**src/rtl/sprite_motion_unit.sv**
```systemverilog
// Per-sprite motion engine: holds position/velocity, steps position every UPDATE_PERIOD cycles.
// Latency: writes land on the next edge; step and position update share an edge; within_screen lags x/y by one cycle.
// Backpressure: none; strobes are accepted unconditionally every cycle, with write_xy overriding a coincident tick.
module sprite_motion_unit #(
  parameter int X_WIDTH       = 10,
  parameter int Y_WIDTH       = 10,
  parameter int DXY_WIDTH     = 3,
  parameter int SCREEN_WIDTH  = 640,
  parameter int SCREEN_HEIGHT = 480,
  parameter int SPRITE_WIDTH  = 8,
  parameter int SPRITE_HEIGHT = 8,
  parameter int UPDATE_PERIOD = 1000000
) (
  input  logic                 clk,
  input  logic                 rst,
  input  logic                 sprite_write_xy,
  input  logic                 sprite_write_dxy,
  input  logic                 sprite_enable_update,
  input  logic [X_WIDTH-1:0]   x0,
  input  logic [Y_WIDTH-1:0]   y0,
  input  logic [DXY_WIDTH-1:0] dx0,
  input  logic [DXY_WIDTH-1:0] dy0,
  output logic [X_WIDTH-1:0]   x,
  output logic [Y_WIDTH-1:0]   y,
  output logic                 within_screen,
  output logic                 step
);

  // Counter is wide enough to hold UPDATE_PERIOD-1; period must be at least 2.
  localparam int CNT_W = (UPDATE_PERIOD > 1) ? $clog2(UPDATE_PERIOD) : 1;
  localparam logic [CNT_W-1:0] CNT_LAST = CNT_W'(UPDATE_PERIOD - 1);

  // Largest top-left coordinate that still keeps the whole sprite visible.
  localparam logic [X_WIDTH-1:0] X_LIMIT = X_WIDTH'(SCREEN_WIDTH - SPRITE_WIDTH);
  localparam logic [Y_WIDTH-1:0] Y_LIMIT = Y_WIDTH'(SCREEN_HEIGHT - SPRITE_HEIGHT);

  logic [CNT_W-1:0]     cnt;
  logic [DXY_WIDTH-1:0] dx;
  logic [DXY_WIDTH-1:0] dy;
  logic                 tick;
  logic [X_WIDTH-1:0]   dx_ext;
  logic [Y_WIDTH-1:0]   dy_ext;

  // Tick fires on the last count of a period; a position load in the same cycle cancels it.
  always_comb begin
    tick   = sprite_enable_update && !sprite_write_xy && (cnt == CNT_LAST);
    dx_ext = {{(X_WIDTH - DXY_WIDTH){dx[DXY_WIDTH-1]}}, dx};
    dy_ext = {{(Y_WIDTH - DXY_WIDTH){dy[DXY_WIDTH-1]}}, dy};
  end

  // Period counter: idles at zero while disabled or reloaded, so every (re)start waits a full period.
  always_ff @(posedge clk) begin
    if (rst) begin
      cnt <= '0;
    end else if (!sprite_enable_update || sprite_write_xy) begin
      cnt <= '0;
    end else if (cnt == CNT_LAST) begin
      cnt <= '0;
    end else begin
      cnt <= cnt + 1'b1;
    end
  end

  // Position: explicit load beats motion; motion wraps modulo the register width.
  always_ff @(posedge clk) begin
    if (rst) begin
      x <= '0;
      y <= '0;
    end else if (sprite_write_xy) begin
      x <= x0;
      y <= y0;
    end else if (tick) begin
      x <= x + dx_ext;
      y <= y + dy_ext;
    end
  end

  // Velocity: a load coinciding with a tick takes effect from the following step.
  always_ff @(posedge clk) begin
    if (rst) begin
      dx <= '0;
      dy <= '0;
    end else if (sprite_write_dxy) begin
      dx <= dx0;
      dy <= dy0;
    end
  end

  // Status: step marks a motion update; visibility is judged from the registered position.
  always_ff @(posedge clk) begin
    if (rst) begin
      step          <= 1'b0;
      within_screen <= 1'b1;
    end else begin
      step          <= tick;
      within_screen <= (x <= X_LIMIT) && (y <= Y_LIMIT);
    end
  end

endmodule

```
**config.mk**
```make
export PLATFORM = sky130hd
export DESIGN_NAME = sprite_motion_unit
export DESIGN_NICKNAME = d
export VERILOG_FILES = /design/src/rtl/sprite_motion_unit.sv
export SDC_FILE = /design/constraint.sdc
export NUM_CORES = 1
export LEC_CHECK = 0
export BUFFER_PORTS_ARGS = -buffer_cell sky130_fd_sc_hd__buf_2
export CORE_MARGIN = 4
export CORE_UTILIZATION = 45
export CTS_BUF_LIST = sky130_fd_sc_hd__clkbuf_8
export DETAILED_ROUTE_END_ITERATION = 16
export PLACE_DENSITY = 0.69
export REMOVE_ABC_BUFFERS = 1
export SLEW_MARGIN = 20
export SYNTH_ARGS = -nofsm -noshare
export SYNTH_HDL_FRONTEND = slang
export SYNTH_SLANG_ARGS = --single-unit
```
**constraint.sdc**
```tcl
create_clock -name clk -period 1.9 [get_ports clk]
set_input_delay 0.095 -clock clk [delete_from_list [all_inputs] [get_ports clk]]
set_output_delay 0.095 -clock clk [all_outputs]
set_load 0.05 [all_outputs]
```
---- Word level (Yosys, flattened, before mapping) ----
Index checks and enable logic that the tools add are counted.
W data, S select, Z words.
operators by class
  add/subtract/negate cells ............... 3
  order comparisons ....................... 2
  equality and inequality tests ........... 1
  mux-type cells .......................... 4
  reduce and logical (&&, ||, !) cells .... 8
operators by type and width
  operator                 number
  $mux W10                 4
  $add A10 B10 Y10         2
  $add A20 B1 Y20 const B  1
  $eq A20 B20 Y1 const B   1
  $le A10 B10 Y1 const B   1
  $le A10 B9 Y1 const B    1
  $logic_and A1 B1 Y1      3
  $reduce_or A3 Y1         1
  $logic_not A1 Y1         2
  $reduce_bool A2 Y1       1
  $logic_or A1 B1 Y1       1
storage, ports and cells
  register bits ........................... 48
  input bits .............................. 31
  output and inout port bits .............. 22
  word-level logic and storage cells ...... 25

---- Depth between registers and ports, before layout ----
  word-level depth ........................ 5
  depth in mapped cells ................... 7
  depth with buffers taken out ............ 7

---- Worst setup path before layout ----
Ideal clock, no wire load.
  kind .................................... reg-to-reg
  start point ............................. reg x[0]
  end point ............................... reg x[8]
  setup time .............................. 0.119 ns
  arrival ................................. 2.079 ns
  required time ........................... 1.781 ns
  path slack .............................. -0.299 ns
  stages on the path, launching flop included .. 8
  cells stage by stage .................... dfxtp_1 -> ha_1 -> fa_1 -> a211oi_1 -> o21bai_1 -> a221oi_1 -> xor2_1 -> o21ai_1
between the ends
  cells in the longest elaborated chain, start to end .. 3
RTL lines
  item                    RTL line  text
  start, declared         23        output logic [X_WIDTH-1:0] x,
  start signal, assigned  73        x <= x + dx_ext;
  $add A10 B10 Y10        73
  $mux W10                72        end else if (tick) begin
  $mux W10                69        end else if (sprite_write_xy) begin
Every way passes these cells. The select of a mux whose other input is x is not followed.
A chain may end at the register's enable or synchronous reset.

---- Worst setup path in the final report ----
  start point ............................. reg dx[0]
  end point ............................... reg x[8]
between the ends
  cells in the longest elaborated chain, start to end .. 3
RTL lines
  item                    RTL line  text
  start, declared         38        logic [DXY_WIDTH-1:0] dx;
  start signal, assigned  81        dx <= '0;
  start signal, assigned  84        dx <= dx0;
  $add A10 B10 Y10        73
  $mux W10                72
  $mux W10                69
Every way passes these cells. The select of a mux whose other input is x is not followed.

==> results.json <==
{
  "status": "finished clean",
  "initial_utilization_pct": 46.97,
  "ys_async_sr_fraction_pct": 0,
  "root_buffer": "clkbuf_8",
  "gr-usage-met3_pct": 3.879,
  "hpwl_microns": 5246,
  "worst_clock_skew_ns": 0.009369,
  "via_count": 2623,
  "grt_max_degree": 22,
  "cpMaxStageDelayCell": "fa_2",
  "htree_num_levels": 2,
  "synth_edf_count": 0,
  "syn_area_sq_um": 2814,
  "power.density_nw_per_um2": 599.7,
  "min_period_ns": 1.874,
  "relSlewSlack_pct": 72.23,
  "hold_path.class": "primary input to register",
  "grt_overflow": 0,
  "port_buffers": 52,
  "ctsHoldBuffers": 0,
  "cts_tree": "done",
  "busiest_layer": "met2",
  "max_freq_mhz": 533.5,
  "rr_endpoint": "x[8]",
  "finalWirelength_microns": 7230,
  "crit_required_ns": 2.10,
  "period_share_pct": 98.65,
  "die_x_microns": 87.08,
  "ys.flop_type": "dfxtp_1",
  "tightest_slew_ns": 0.4140,
  "coreArea_sq_um": 5991,
  "drt_iter0_drc": 120,
  "drive_gt1_share_pct": 31.78,
  "syn_avg_cell_area_sq_um": 8.739,
  "grt_pass1_vias": 2519,
  "min_path_cells": 3,
  "yosys_warnings": 0,
  "clock_latency_ns": 0.31,
  "finalWorstSetupSlack_ns": 0.02568,
  "slew_viol_final": 0,
  "n_fill_cell": 525,
  "critPathTopFamily": "compound AO/OA/AOI/OAI gates",
  "nets": 460,
  "drcViolationCount": 0,
  "track_usage_pct": 19.15,
  "dr.pass1.iters": 4,
  "arrival_ns": 2.08,
  "worst_setup_path_end_kind": "register",
  "ioPinCount": 53,
  "hold_viol_final": 0,
  "syn2layout_area_growth_pct": 30.06,
  "die_h_microns": 87.08,
  "syn_inst": 322,
  "path_class": "register to register",
  "synth_cell_types": 47,
  "global_route.usage.met2_pct": 32.57,
  "dpl_cell_area_sq_um": 3413,
  "cp_num_buf_inv": 0,
  "slowest_delay_ns": 0.38,
  "hold_ws_ns": 0.02191,
  "viasPerCell": 5.419,
  "cts_buffers": 5,
  "worstSetupStartpointType": "register",
  "ir_drop_uv": 327.8,
  "rsz0062_at_grt": "yes",
  "globalplace.congestion": 0.9736,
  "ys_seq_area_share_pct": 34.15,
  "clk_pin_slew_worst_paths_ns": 0.09,
  "cts_buffer_depth": 2,
  "die_area_sq_um": 7582,
  "met1_usage_pct": 24.28,
  "crit_chain": "ha_4 -> fa_2 -> a211oi_2 -> o21bai_2 -> a221oi_2 -> xor2_1 -> o21ai_1",
  "rows": 28,
  "grt_pass1_wl_microns": 11470,
  "design_area_sq_um": 3660,
  "utilization_pct": 61.09,
  "min_from": "dx0[1]",
  "rrSetupSlack_ns": 0.03,
  "p_leak_nw": 1.628,
  "dp_slack_ns": -0.1392,
  "wl_per_cell_microns": 14.94,
  "antenna_left": 0,
  "final_cell_mix": "52 x buf_2, 40 x dfxtp_1, 39 x nor2_1",
  "rr_startpoint": "dx[0]",
  "max_cap_viol_count": 0,
  "final_common_cell": "buf_2",
  "clock-sinks": 48,
  "antenna_found_initial": 0,
  "cp_max_fo": 3,
  "ys_ff_latch": 48,
  "setup_viol": 0,
  "min_to": "dx[1]",
  "r2r_cells": 7,
  "n_antenna_cell": 0
}
==> through the flow <==
step / cells / power (W) / setup TNS (ns)
2_1_floorplan: 311 / 0.001391 / -1.147
3_3_place_gp: 474 / 0.001552 / -0.09061
3_5_place_dp: 474 / 0.001557 / -0.1542
4_1_cts: 482 / 0.002186 / 0
5_1_grt: 484 / 0.002304 / -0.5504
6_report: 484 / 0.002195 / 0
==> flip-flops by register name, indices dropped and copies added, names as in the netlist <==
register / flops
within_screen: 1
dx: 3
y: 10
x: 10
step: 1
dy: 3
cnt: 20
==> per-layer routing <==
layer / up-vias / share of wire [%]
li1: 1345 / -
met1: 1215 / 47
met2: 53 / 47
met3: 10 / 4.5
met4: 0 / 1.5
met5: - / 0
==> synth_stat cells, types with 2 or more instances <==
library cell	n	area share (%)
o21bai_1	5	1.3
a211oi_1	9	2.4
xnor2_1	12	3.7
o21ai_0	4	0.71
a311oi_1	5	1.6
nand2b_1	4	0.89
nor4_1	4	0.89
o31ai_1	2	0.53
clkbuf_1	9	1.2
nor4_2	2	0.89
nor3_1	4	0.71
o221a_1	3	1.2
a21oi_1	20	3.6
a21o_1	7	1.9
o221ai_1	2	0.62
o21ai_1	4	0.71
nand4b_1	2	0.62
a22oi_1	2	0.53
and2_1	6	1.3
and3_1	3	0.67
mux2i_1	6	2.1
xor2_1	22	6.8
nor3b_1	4	1.1
fa_1	2	1.4
and4_1	4	1.2
nand2_1	26	3.5
nand4_1	5	1.1
dfxtp_1	48	34
nand3_1	14	2.5
a221oi_1	2	0.62
or4b_1	2	0.71
o311ai_0	2	0.62
o211ai_1	2	0.53
inv_1	5	0.67
nor2_1	39	5.2
ha_1	19	8.4
==> worst reg2reg max path, stage by stage (launching register included) <==
cell and delay [ns]:
dfxtp_2 0.35, ha_4 0.16, fa_2 0.38, a211oi_2 0.25, o21bai_2 0.12, a221oi_2 0.27
xor2_1 0.17, o21ai_1 0.07
==> where the power goes <==
part | switching (W) | internal (W)
clock | 0.000341 | 0.000287
combinational | 0.000293 | 0.000192
sequential | 0.0000390 | 0.00104
==> how the worst max path moves through the flow <==
stage	start	end	slack [ns]	cells after the start
after global placement	x[0]	x[8]	-0.09	7
after floorplan	x[0]	x[8]	-0.30	7
after detailed placement	x[0]	x[8]	-0.14	7
after CTS	dx[1]	x[7]	0.002	7
after global routing	dx[0]	x[8]	-0.07	7
final	dx[0]	x[8]	0.03	7
==> logic make-up (layout without fill, tap and decap cells) <==
group	count (synthesis)	in the layout	share of synthesized area, %
and+or+nand+nor	124	124	22.85
AOI/OAI and AO/OA	72	72	17.83
DFF	48	48	34.15
xor gates and xnor gates	34	34	10.58
adders and majority gates	21	21	9.871
buffers and inverters	17	104	2.579
muxes	6	6	2.134
==> layout make-up <==
type | count | area (sq um) | area share, %
clock buffers | 6 | 82.58 | 2.256
clock inverters | 2 | 7.507 | 0.2051
inverters | 6 | 22.52 | 0.6154
multi-input cells | 257 | 1912 | 52.24
flip-flops and latches | 48 | 970.9 | 26.53
well taps | 75 | 93.84 | 2.564
repair buffers | 90 | 570.5 | 15.59
==> what timing repair did <==
item                                    4_1_cts  5_1_grt
setup buffers                                 0        2
endpoints found under the setup margin        2       32
pin swaps                                     1       15
gates resized for setup                       4       32
(Power assumes the default switching activity.)
